[config.mk]
export PLATFORM = sky130hd
export DESIGN_NAME = uart_tx_arbiter
export DESIGN_NICKNAME = d
export VERILOG_FILES = /design/src/rtl/uart_pkg.sv /design/src/rtl/uart_rr_pick.sv /design/src/rtl/uart_tx_arbiter.sv
export SDC_FILE = /design/constraint.sdc
export NUM_CORES = 1
export LEC_CHECK = 0
export CELL_PAD_IN_SITES_DETAIL_PLACEMENT = 1
export CELL_PAD_IN_SITES_GLOBAL_PLACEMENT = 1
export CORE_MARGIN = 2
export CORE_UTILIZATION = 34
export DETAILED_ROUTE_END_ITERATION = 8
export GPL_ROUTABILITY_DRIVEN = 1
export PLACE_DENSITY_LB_ADDON = 0.1
export SLEW_MARGIN = 5
export SYNTH_ARGS = -nofsm -noshare
export SYNTH_HDL_FRONTEND = slang
export SYNTH_SLANG_ARGS = --single-unit
export TNS_END_PERCENT = 50
[constraint.sdc]
create_clock -name clk -period 2.8 [get_ports clk]
set_clock_uncertainty 0.2 [all_clocks]
set_input_delay 0.56 -clock clk [delete_from_list [all_inputs] [get_ports clk]]
set_output_delay 0.56 -clock clk [all_outputs]
set_load 0.02 [all_outputs]
[src/rtl/uart_pkg.sv]
// Shared definitions for the UART transmit-side blocks.
package uart_pkg;

  typedef enum logic [1:0] {
    IDLE        = 2'd0,
    WAIT_ACCEPT = 2'd1,
    WAIT_DONE   = 2'd2,
    GAP         = 2'd3
  } arb_state_e;

  localparam int unsigned UART_BIT_MAX = 8;
  localparam int unsigned UART_BPS_MAX = 5208;

endpackage

[src/rtl/uart_rr_pick.sv]
// Round-robin picker: first set candidate searching upward from last+1, wrapping.
module uart_rr_pick #(
  parameter int unsigned N_REQ = 4,
  parameter int unsigned IDX_W = $clog2(N_REQ)
) (
  input  logic [N_REQ-1:0] cand,
  input  logic [IDX_W-1:0] last,
  output logic             valid,
  output logic [IDX_W-1:0] win
);

  logic [IDX_W-1:0] idx;

  // Scan the N_REQ positions after last; the first hit wins
  always_comb begin
    valid = 1'b0;
    win   = '0;
    idx   = '0;
    for (int unsigned k = 1; k <= N_REQ; k++) begin
      idx = IDX_W'((32'(last) + k) % N_REQ);
      if (!valid && cand[idx]) begin
        valid = 1'b1;
        win   = idx;
      end
    end
  end

endmodule

[src/rtl/uart_tx_arbiter.sv]
// Round-robin arbiter with packet locking in front of one UART byte transmitter.
module uart_tx_arbiter
  import uart_pkg::*;
#(
  parameter int unsigned N_REQ          = 4,
  parameter int unsigned BIT_MAX        = UART_BIT_MAX,
  parameter int unsigned GAP_CYCLES     = 0,
  parameter int unsigned ACCEPT_TIMEOUT = 4
) (
  input  logic                     clk,
  input  logic                     rst,
  input  logic [N_REQ-1:0]         req,
  input  logic [N_REQ*BIT_MAX-1:0] req_data,
  input  logic [N_REQ-1:0]         req_last,
  output logic [N_REQ-1:0]         ack,
  output logic [N_REQ-1:0]         grant,
  output logic [BIT_MAX-1:0]       tx_data,
  output logic                     tx_start,
  input  logic                     tx_ready,
  output logic                     busy,
  output logic                     err
);

  localparam int unsigned IDX_W = $clog2(N_REQ);
  localparam int unsigned ACC_W = $clog2(ACCEPT_TIMEOUT + 1);

  arb_state_e       state;
  logic             locked;
  logic [IDX_W-1:0] last;
  logic [ACC_W-1:0] acc_cnt;
  logic [15:0]      gap_cnt;

  logic [N_REQ-1:0] cand;
  logic             pick_valid;
  logic [IDX_W-1:0] pick_win;

  // Candidates: all requests, or only the packet owner while a packet is open
  always_comb begin
    cand = req;
    if (locked) cand = req & (N_REQ'(1) << last);
  end

  uart_rr_pick #(
    .N_REQ (N_REQ),
    .IDX_W (IDX_W)
  ) u_pick (
    .cand  (cand),
    .last  (last),
    .valid (pick_valid),
    .win   (pick_win)
  );

  assign busy = (state != IDLE);

  // Arbitration FSM; ack/tx_start are single-cycle pulses issued only on an IDLE win
  always_ff @(posedge clk or negedge rst) begin
    if (!rst) begin
      state    <= IDLE;
      locked   <= 1'b0;
      last     <= IDX_W'(N_REQ - 1);
      acc_cnt  <= '0;
      gap_cnt  <= '0;
      ack      <= '0;
      grant    <= '0;
      tx_data  <= '0;
      tx_start <= 1'b0;
      err      <= 1'b0;
    end else begin
      ack      <= '0;
      tx_start <= 1'b0;
      case (state)
        IDLE: begin
          if (pick_valid) begin
            tx_data  <= req_data[32'(pick_win) * BIT_MAX +: BIT_MAX];
            tx_start <= 1'b1;
            ack      <= N_REQ'(1) << pick_win;
            grant    <= N_REQ'(1) << pick_win;
            last     <= pick_win;
            locked   <= !req_last[pick_win];
            acc_cnt  <= '0;
            state    <= WAIT_ACCEPT;
          end
        end
        WAIT_ACCEPT: begin
          if (!tx_ready) begin
            state <= WAIT_DONE;
          end else if (acc_cnt + ACC_W'(1) == ACC_W'(ACCEPT_TIMEOUT)) begin
            err    <= 1'b1;
            locked <= 1'b0;
            grant  <= '0;
            state  <= IDLE;
          end else begin
            acc_cnt <= acc_cnt + ACC_W'(1);
          end
        end
        WAIT_DONE: begin
          if (tx_ready) begin
            if (!locked) grant <= '0;
            if (GAP_CYCLES > 0) begin
              gap_cnt <= '0;
              state   <= GAP;
            end else begin
              state <= IDLE;
            end
          end
        end
        GAP: begin
          if (gap_cnt == 16'(GAP_CYCLES - 1)) state <= IDLE;
          else gap_cnt <= gap_cnt + 16'd1;
        end
        default: state <= IDLE;
      endcase
    end
  end

endmodule

======== Word level (Yosys, flattened, before mapping) ========
Index checks and enable logic that the tools add are counted.
cells by class
  $add $sub $neg .......................... 6
  magnitude comparators ................... 5
  equality and inequality tests ........... 13
  shift-type cells ........................ 3
  mux-type cells .......................... 43
  bitwise logic cells ..................... 2
  reductions and logical operators ........ 18
operators by type and width
  cell                   number
  $mux 4                 8
  $shiftx 32x6->8        1
  $mux 2                 9
  $add 16x1->16 const B  1
  $eq 16x16->1 const B   1
  $lt 2x3->1 const B     5
  $mux 1                 14
  $ne 2x2->1 const B     7
  $pmux 4 s3             1
  $reduce_and 4->1       3
  $bmux 1 s2             5
  $mux 3                 3
  $pmux 2 s4             1
  $shl 1x2->4 const A    2
  $pmux 3 s2             1
  $reduce_and 6->1       1
  $add 2x1->2 const B    2
  $add 2x2->2 const B    2
  $and 4x4->4            1
  $eq 2x2->1 const B     2
  $logic_not 1->1        4
  $reduce_and 2->1       2
  $reduce_bool 2->1      2
  $add 3x1->3 const B    1
  other kinds (9)        11
word-level totals
  register bits after elaboration ......... 42
  input bits .............................. 43
  word-level logic and storage cells ...... 100

======== Depth between registers and ports, before layout ========
Gate-level depths: netlist of run 1.
  depth in word-level cells ............... 20
  mapped depth ............................ 12
  depth with buffers taken out ............ 9

======== Modules after synthesis ========
A second synthesis of run 1 with hierarchy kept.
unflattened totals
  cell total of the unflattened synthesis .. 196
  area total of the unflattened synthesis .. 2307.2 µm²
modules (own cells, without submodules)
  module           times used  cells an instance  area an instance (µm²)
  uart_tx_arbiter  1           182                2215.9
  uart_rr_pick     1           14                 91.3

======== Least setup slack after synthesis of run 1 ========
Ideal clock, no wire load.
  path type ............................... reg-to-reg
  start point ............................. register last[0]
  end point ............................... register acc_cnt[1]
  library setup time ...................... 0.121 ns
  data arrival time ....................... 2.681 ns
  required time ........................... 2.479 ns
  slack ................................... -0.202 ns
  stages on the path, launching flop included .. 12
  clock period less this slack ............ 3.002 ns
  cell sequence ........................... dfstp_2 > buf_6 > buf_4 > inv_1 > ha_1 > mux2_4 > o21a_1 > or4_4 > o21ai_4 > nor2_1 > a22o_1 > a22o_1
between the ends
  cells in the longest elaborated chain, start to end .. 17
  elaborated cells on any way between the ends .. 27
  those cells by class .................... add/sub: 4; eq/ne: 1; shift: 1; mux: 13; bitwise: 1; reduce/logical: 7
RTL lines
  item                          line                   text
  from (decl)                   uart_tx_arbiter.sv:29  logic [IDX_W-1:0] last;
  from (signal assigned)        uart_tx_arbiter.sv:60  last <= IDX_W'(N_REQ - 1);
  from (signal assigned)        uart_tx_arbiter.sv:78  last <= pick_win;
  $shl 1x2->4                   uart_tx_arbiter.sv:40  if (locked) cand = req & (N_REQ'(1) << last);
  $and 4x4->4                   uart_tx_arbiter.sv:40
  $mux 4                        uart_tx_arbiter.sv:40
  $bmux 1 s2                    uart_rr_pick.sv:21     if (!valid && cand[idx]) begin
  $mux 1 (not written as such)  uart_rr_pick.sv:21
  $mux 1                        uart_rr_pick.sv:21
  $logic_not 1->1               uart_rr_pick.sv:21
  $logic_and 1x1->1             uart_rr_pick.sv:21
  $mux 1                        uart_rr_pick.sv:21
  $logic_not 1->1               uart_rr_pick.sv:21
  $logic_and 1x1->1             uart_rr_pick.sv:21
  $mux 1                        uart_rr_pick.sv:21
  $logic_not 1->1               uart_rr_pick.sv:21
  $logic_and 1x1->1             uart_rr_pick.sv:21
  $mux 1 *                      uart_rr_pick.sv:21
  $ne 2x2->1 (no line) *        -
  $reduce_and 4->1 (no line) *  -
  to (signal assigned)          uart_tx_arbiter.sv:93  acc_cnt <= acc_cnt + ACC_W'(1);
  to (decl)                     uart_tx_arbiter.sv:30  logic [ACC_W-1:0] acc_cnt;
Mark *: on every way between the ends. The rest lies on a longest branch, timed or not. The select of a mux whose other input is x is not followed.
A chain may end at the register's enable or synchronous reset.

======== Worst setup path after layout of run 1 ========
  start point ............................. register last[0]
  end point ............................... register tx_data[0]
between the ends
  cells in the longest elaborated chain, start to end .. 16
  elaborated cells on any way between the ends .. 31
  those cells by class .................... add/sub: 4; shift: 2; mux: 17; bitwise: 1; reduce/logical: 7
RTL lines
  item                                                        line                   text
  $shl 1x2->4                                                 uart_tx_arbiter.sv:40
  $and 4x4->4                                                 uart_tx_arbiter.sv:40
  $mux 4                                                      uart_tx_arbiter.sv:40
  $bmux 1 s2                                                  uart_rr_pick.sv:21
  $mux 1 (not written as such)                                uart_rr_pick.sv:21
  $mux 1                                                      uart_rr_pick.sv:21
  $logic_not 1->1                                             uart_rr_pick.sv:21
  $logic_and 1x1->1                                           uart_rr_pick.sv:21
  $mux 1                                                      uart_rr_pick.sv:21
  $logic_not 1->1                                             uart_rr_pick.sv:21
  $logic_and 1x1->1                                           uart_rr_pick.sv:21
  $mux 1                                                      uart_rr_pick.sv:21
  $logic_not 1->1                                             uart_rr_pick.sv:21
  $logic_and 1x1->1                                           uart_rr_pick.sv:21
  $mux 2 / $mux 1 (equally long branches)                     uart_rr_pick.sv:21
  $shiftx 32x6->8 / $reduce_and 2->1 (equally long branches)  -
  to (signal assigned)                                        uart_tx_arbiter.sv:74  tx_data <= req_data[32'(pick_win) * BIT_MAX +: BIT_MAX];
  to (decl)                                                   uart_tx_arbiter.sv:17  output logic [BIT_MAX-1:0] tx_data,
Several ways; a longest one is shown, not always the timed one. The select of a mux whose other input is x is not followed.

==> key figures, run 1 <==
Logic synthesis
  – Yosys cell types: 44
  – Post-Syn Nets: 306
  – Cells after synthesis: 251
  – Syn. warnings: 0
  – Register area share after synthesis: 41.4%
  – Netlist Area Pre-Place: 0.00255 mm2
  – Synthesized area per cell: 10.1 um2
  – Register bit total from synthesis: 42

STA
  – Setup TNS Final: -0.726 ns
  – Rel. slew slack: 67.1%
  – Hold Vio Cnt, Final: 0
  – Slew @ Worst Pin: 0.489 ns
  – Final slew viol count: 0
  – Setup Viol. Count Final: 14
  – Fmax: 0.347 GHz
  – Tcrit/Tclk final: 103%
  – Setup WS post-layout: -0.0831 ns
  – Unrepaired setup endpoints after global routing: true
  – Final hold slack: 0.0145 ns
  – Final min period: 2.88 ns

Cells and area
  – Core Util, Final: 51.9%
  – Layout cells sized above 1: 22.4%
  – Non-Filler Instances: 438
  – Fill cells: 821
  – Final Instance Area: 0.00376 mm2
  – Antenna Cells: 0
  – # nets final: 393
  – Syn-to-layout area delta: 47.9%

Routing
  – Drt pass-1 iters: 4
  – DR WL/cell: 16.2 um
  – Overall routed net length: 7.11 mm
  – Starting DRT DRC Count: 44
  – Vias: 2196
  – ANT nets after route: 0
  – Vias per inst: 5.01
  – # DRC: 0

Setup path
  – CP required: 2.83 ns
  – Critical register-to-register path startpoint: last[0]$_DFFE_PN1P_
  – CP Launch Point: last[0]$_DFFE_PN1P_
  – Crit Path Class: reg2reg
  – CP endpoint kind: flip-flop
  – Cell Chain, Critical Path: inv_4, ha_4, mux2_4, o211ai_1, and2_4, o2111ai_4, nor2_4, mux2_2, o21ai_1
  – Worst EP arrival: 2.91 ns
  – Worst path buffer plus inverter count: 1
  – Slowest CP cell: dfstp_2
  – Top cell family by delay on the critical path: multiplexers
  – Crit Path Max Fanout: 6
  – Worst path max stage delay: 0.63 ns
  – CP startpoint kind: flip-flop

Clock network
  – Worst-path clk slew: 0.08 ns
  – CTS Root Cell: clkbuf_8
  – Clock Sinks: 42
  – CTS Buf Count: 5
  – CTS hold repair buffers: 0
  – CTS tree: done
  – CTS Buffer Depth: 2
  – Htree depth: 2
  – Clock Latency Late Sink: 0.30 ns

Placement
  – Placed cell area: 0.00342 mm2
  – I/O Buffers: 61
  – Worst slack at placement: -0.208 ns
  – Post-DP HPWL: 4.87 mm
  – Gpl congestion: 0.786
  – # placed instances: 421

Global routing
  – Vias in the first global route: 2233
  – First-pass GRT wire length: 11.2 mm
  – Global Route Usage Sum: 17.0%
  – Grt ovf: 0
  – Initial antenna violation count: 0
  – Largest net degree at the start of global routing: 43

Floorplan
  – Rows: 31
  – Starting Density: 35.1%
  – Core Area: 0.00725 mm2
  – Die area: 0.00820 mm2
  – Die width: 90.5 um
  – Io pins: 62
  – Chip height: 90.5 um

Flow run
  – MaxCap Viol Count: 0

Pwr
  – Pwr Density: 1260 mW/mm2
  – Tot Pwr: 4.73 mW
  – Worst vdd ir: 0.423 mV
  – LEAKAGE: 1.65 nW

Status
  – Outcome: finished, violations left
  – Violated checks: setup timing

Min path
  – HP Class: in2async
-- cells in the final DEF, fill, tap and decap left out, types with 6 or more instances in the layout --
| cell | count |
|---|---|
| a21oi_1 | 6 |
| buf_4 | 16 |
| buf_6 | 6 |
| clkdlybuf4s50_1 | 60 |
| dfrtp_1 | 40 |
| ha_1 | 11 |
| inv_1 | 9 |
| mux2_2 | 9 |
| mux2i_1 | 22 |
| nand2_1 | 25 |
| nand3_1 | 9 |
| nor2_1 | 12 |
| o21ai_0 | 8 |
| o21ai_1 | 12 |
| xnor2_1 | 11 |
-- state kept, by name, summed over array words and instances (netlist names) --
signal / flops
ack: 4
last: 2
gap_cnt: 16
tx_data: 8
tx_start: 1
locked: 1
err: 1
grant: 4
state: 2
acc_cnt: 3
-- cells in the mapped netlist, drive strengths merged --
| library cell | number | area share (%) |
|---|---|---|
| a211o | 1 | 0.34 |
| a21oi | 7 | 1.4 |
| a221o | 1 | 0.39 |
| a221oi | 1 | 0.59 |
| a22o | 2 | 0.69 |
| a2bb2oi | 1 | 0.34 |
| a31oi | 3 | 0.74 |
| and2 | 3 | 0.74 |
| and3 | 5 | 1.2 |
| and4 | 1 | 0.34 |
| buf | 7 | 2.3 |
| clkbuf | 2 | 0.29 |
| dfrtp | 40 | 39 |
| dfstp | 2 | 2.1 |
| ha | 12 | 5.9 |
| inv | 12 | 1.8 |
| mux2 | 14 | 6.5 |
| mux2i | 22 | 8.6 |
| nand2 | 28 | 4.1 |
| nand2b | 2 | 0.49 |
| nand3 | 9 | 1.8 |
| nand3b | 1 | 0.29 |
| nand4 | 5 | 1.2 |
| nor2 | 14 | 2.7 |
| nor2b | 2 | 0.49 |
| nor3 | 3 | 0.59 |
| o2111ai | 3 | 1.0 |
| o211ai | 3 | 0.88 |
| o21a | 3 | 0.88 |
| o21ai | 21 | 4.6 |
| o21bai | 1 | 0.29 |
| o311ai | 1 | 0.64 |
| o31ai | 1 | 0.29 |
| o41ai | 3 | 1.0 |
| or3 | 1 | 0.25 |
| or4 | 1 | 0.44 |
| xnor2 | 11 | 3.8 |
| xor2 | 2 | 0.69 |
-- logic make-up after synthesis --
kind of cell / count (synthesis) / share of synthesized area, %
xor+xnor: 13 / 4.47
flops: 42 / 41.4
compound gates: 52 / 14.1
fa+ha+maj: 12 / 5.90
simple gates: 75 / 14.6
mux: 36 / 15.1
buf+inv: 21 / 4.37
-- cell type report --
class | instances | area (um2) | area share, %
clock inverter | 2 | 37.5 | 0.997
inverter | 12 | 47.5 | 1.26
timing repair buffer | 88 | 893 | 23.7
clock buffer | 6 | 72.6 | 1.93
multi-input combinational | 189 | 1540 | 40.8
sequential | 42 | 1050 | 28.0
tap | 99 | 124 | 3.29
-- power breakdown --
group	total [mW]	switching [mW]	internal [mW]	leakage, nW
clock network	0.492	0.226	0.266	0.0514
logic	3.29	1.64	1.65	1.05
registers	0.947	0.147	0.800	0.549
-- worst register-to-register path, stage by stage (launching register included) --
cell and delay, ns:
dfstp_2 0.63, inv_4 0.07, ha_4 0.16, mux2_4 0.28, o211ai_1 0.33, and2_4 0.22, o2111ai_4 0.15, nor2_4 0.30
mux2_2 0.37, o21ai_1 0.12
-- final timing paths --
kind | cells past startpoint | end | slack, ns
max in group asynchronous | 2 | last[0]$_DFFE_PN1P_ | 2.09
min in group clk | 1 | gap_cnt[11]$_DFFE_PN0P_ | 0.27
setup reg to reg | 9 | tx_data[0]$_DFFE_PN0P_ | -0.08
setup / recovery | 9 | tx_data[0]$_DFFE_PN0P_ | -0.08
hold / removal | 2 | acc_cnt[1]$_DFFE_PN0P_ | 0.01
hold reg to reg | 1 | gap_cnt[11]$_DFFE_PN0P_ | 0.27
-- what timing repair did --
action / CTS / global route
setup buffers: 3 / 5
endpoints found under the setup margin: 15 / 21
pin swaps: 10 / 10
resized for setup: 16 / 19
cloned: 1 / 0
-- per-layer routing --
metal | vias to the layer above | GRT usage, % | share of wire [%]
met5 | - | 0 | 0
met4 | 0 | 6.28 | 1.5
met3 | 11 | 2.59 | 2.1
met2 | 28 | 29.8 | 53
met1 | 1089 | 21.1 | 44
li1 | 1068 | - | -
No activity file was read; power rests on OpenSTA's default activity.
==> run 2: changes to the inputs <==
--- a/config.mk
+++ b/config.mk
@@ -5,10 +5,11 @@
 export SDC_FILE = /design/constraint.sdc
 export NUM_CORES = 1
 export LEC_CHECK = 0
+export ABC_CLOCK_PERIOD_IN_PS = 3000
 export CELL_PAD_IN_SITES_DETAIL_PLACEMENT = 1
 export CELL_PAD_IN_SITES_GLOBAL_PLACEMENT = 1
 export CORE_MARGIN = 2
-export CORE_UTILIZATION = 34
+export CORE_UTILIZATION = 38
 export DETAILED_ROUTE_END_ITERATION = 8
 export GPL_ROUTABILITY_DRIVEN = 1
 export PLACE_DENSITY_LB_ADDON = 0.1
==> constraint.sdc (replaced) <==
create_clock -name clk -period 3 [get_ports clk]
set_clock_uncertainty 0.2 [all_clocks]
set_input_delay 0.6 -clock clk [delete_from_list [all_inputs] [get_ports clk]]
set_output_delay 0.6 -clock clk [all_outputs]
set_load 0.02 [all_outputs]
==> run 2 against run 1 <==
The run now ends clean. Clock power is 10% higher. Cell area is 8.4% lower. Combinational power is 25% lower. Sequential cell count stayed put. Critical path depth stayed put.
==> key figures, run 2 (synthesis gave the netlist of run 1 again) <==
Cells and area
  – Register area: 0.00105 mm2
  – Non-Filler Instances: 398
  – Commonest non-fill, non-tap cell in the layout: clkdlybuf4s50_1
  – Top Registers: gap_cnt: 16 flops, tx_data: 8 flops
  – Largest register by flop count: gap_cnt
  – # nets final: 375
  – Syn-to-layout area delta: 35.5%
  – Layout cells sized above 1: 13.1%
  – Fill cells: 726
  – Antenna Cells: 0
  – Most frequent cells in the layout: clkdlybuf4s50_1 (60), dfrtp_1 (40), nand2_1 (28)
  – Multi-input combinational cell area: 0.00140 mm2
  – Max reg flops: 16

Clock network
  – CTS tree: done
  – CTS Root Cell: clkbuf_8
  – Worst-path clk slew: 0.09 ns
  – Clock Sinks: 42
  – Clock Latency Late Sink: 0.30 ns
  – CTS Buffer Depth: 2
  – CTS hold repair buffers: 0
  – Htree depth: 2
  – CTS Buf Count: 5

Pwr
  – Pwr Density: 1120 mW/mm2
  – Register share of total power: 22.4%
  – LEAKAGE: 1.52 nW
  – Internal power: 2.26 mW
  – Worst vdd ir: 0.418 mV
  – Logic pwr share: 63.7%
  – Clock Power Share: 14.0%
  – Psw: 1.61 mW
  – Switching share of power: 41.5%

Setup path
  – Slowest CP cell: dfstp_2
  – Worst EP arrival: 2.89 ns
  – Crit-path most repeated cell: buf_4
  – Top cell family by delay on the critical path: compound AO/OA/AOI/OAI gates
  – Worst path buffer plus inverter count: 3
  – Crit Path Class: reg2reg
  – CP startpoint kind: flip-flop
  – Cell Chain, Critical Path: buf_4, mux2_4, o211ai_1, nand3_1, o311ai_4, nor2_4, buf_12, buf_4, o41ai_1
  – CP endpoint kind: flip-flop
  – Crit Path Max Fanout: 18
  – Worst path max stage delay: 0.54 ns
  – CP required: 2.98 ns

Routing
  – ANT nets after route: 0
  – Vias per inst: 5.26
  – # DRC: 0
  – Vias: 2095
  – Overall routed net length: 6.43 mm
  – Drt pass-1 iters: 4
  – DR WL/cell: 16.2 um
  – Starting DRT DRC Count: 54

Floorplan
  – Chip height: 85.9 um
  – Rows: 29
  – Io pins: 62
  – Die width: 85.9 um
  – Starting Density: 39.6%
  – Core Area: 0.00642 mm2
  – Die area: 0.00737 mm2

Global routing
  – First-pass GRT wire length: 10.9 mm
  – Largest net degree at the start of global routing: 43
  – Global Route Usage Sum: 18.6%
  – Vias in the first global route: 2261
  – Grt ovf: 0
  – Initial antenna violation count: 0

STA
  – Setup Viol. Count Final: 0
  – Unrepaired setup endpoints after global routing: true
  – Hold Vio Cnt, Final: 0
  – Tcrit/Tclk final: 97.0%
  – Fmax: 0.344 GHz
  – Final min period: 2.91 ns
  – Final slew viol count: 0
  – Slew @ Worst Pin: 0.937 ns
  – Final hold slack: 0.231 ns
  – Rel. slew slack: 37.6%

Flow run
  – MaxCap Viol Count: 0

Placement
  – Gpl congestion: 0.731
  – # placed instances: 387
  – Post-DP HPWL: 4.83 mm
  – I/O Buffers: 61

Min path
  – HP Class: in2async

Status
  – Outcome: finished, final reports clean
[run 2: changes by cell type in the layout (fill, tap and decap cells not counted), moves of 4 or more]
cell,previous run,this run
buf_4,16,7
buf_6,6,0
o21ai_0,8,12
o21ai_1,12,8
[run 2: final timing paths]
| kind | from | slack [ns] | cells after the start | endpoint |
|---|---|---|---|---|
| setup / recovery | last[0]$_DFFE_PN1P_ | 0.09 | 9 | grant[2]$_DFFE_PN0P_ |
| hold / removal | rst | 0.23 | 1 | acc_cnt[1]$_DFFE_PN0P_ |
| setup reg to reg | last[0]$_DFFE_PN1P_ | 0.09 | 9 | grant[2]$_DFFE_PN0P_ |
| hold reg to reg | gap_cnt[11]$_DFFE_PN0P_ | 0.28 | 1 | gap_cnt[11]$_DFFE_PN0P_ |
| max in group asynchronous | rst | 1.77 | 1 | grant[0]$_DFFE_PN0P_ |
| min in group clk | gap_cnt[11]$_DFFE_PN0P_ | 0.28 | 1 | gap_cnt[11]$_DFFE_PN0P_ |
[run 2: cell type report]
cell class | count | area share (%)
tap | 77 | 2.79
sequential | 42 | 30.5
clock inverter | 3 | 1.99
multi-input combinational | 188 | 40.6
clock buffer | 5 | 1.99
timing repair buffer | 71 | 20.8
inverter | 12 | 1.31
[run 2: power groups by stage]
stage | logic, mW | registers, mW | clock network, mW
detailed placement | 2.32 | 0.881 | 0
finish | 2.47 | 0.867 | 0.541
CTS | 2.33 | 0.871 | 0.559
global route | 2.71 | 0.892 | 0.587
global placement | 2.27 | 0.871 | 0
floorplan | 1.54 | 0.970 | 0
[run 2: per-stage QoR]
step | power, mW | setup TNS [ns] | cell area (um2) | setup slack (ns) | utilization (%)
after floorplan | 2.51 | 0 | 2550 | 0.00638 | -
after global placement | 3.14 | 0 | 3260 | 0.0426 | 50.7
after detailed placement | 3.20 | -0.0381 | 3260 | -0.0236 | 50.7
after CTS | 3.76 | 0 | 3400 | 0.0642 | 52.9
after global routing | 4.19 | -0.179 | 3450 | -0.0858 | 53.7
final | 3.87 | 0 | 3450 | 0.0904 | 53.7
[run 2: layer usage]
| layer | track usage, % | up-vias | share of wire, % |
|---|---|---|---|
| li1 | - | 1033 | - |
| met1 | 23.1 | 1033 | 44 |
| met2 | 33.4 | 21 | 53 |
| met3 | 2.98 | 8 | 1.9 |
| met4 | 5.05 | 0 | 1.0 |
| met5 | 0 | - | 0 |
[run 2: repair_timing]
item                       CTS  global route
setup endpoints to repair    0            12
buffers inserted             0             3
gates resized for setup      0             2
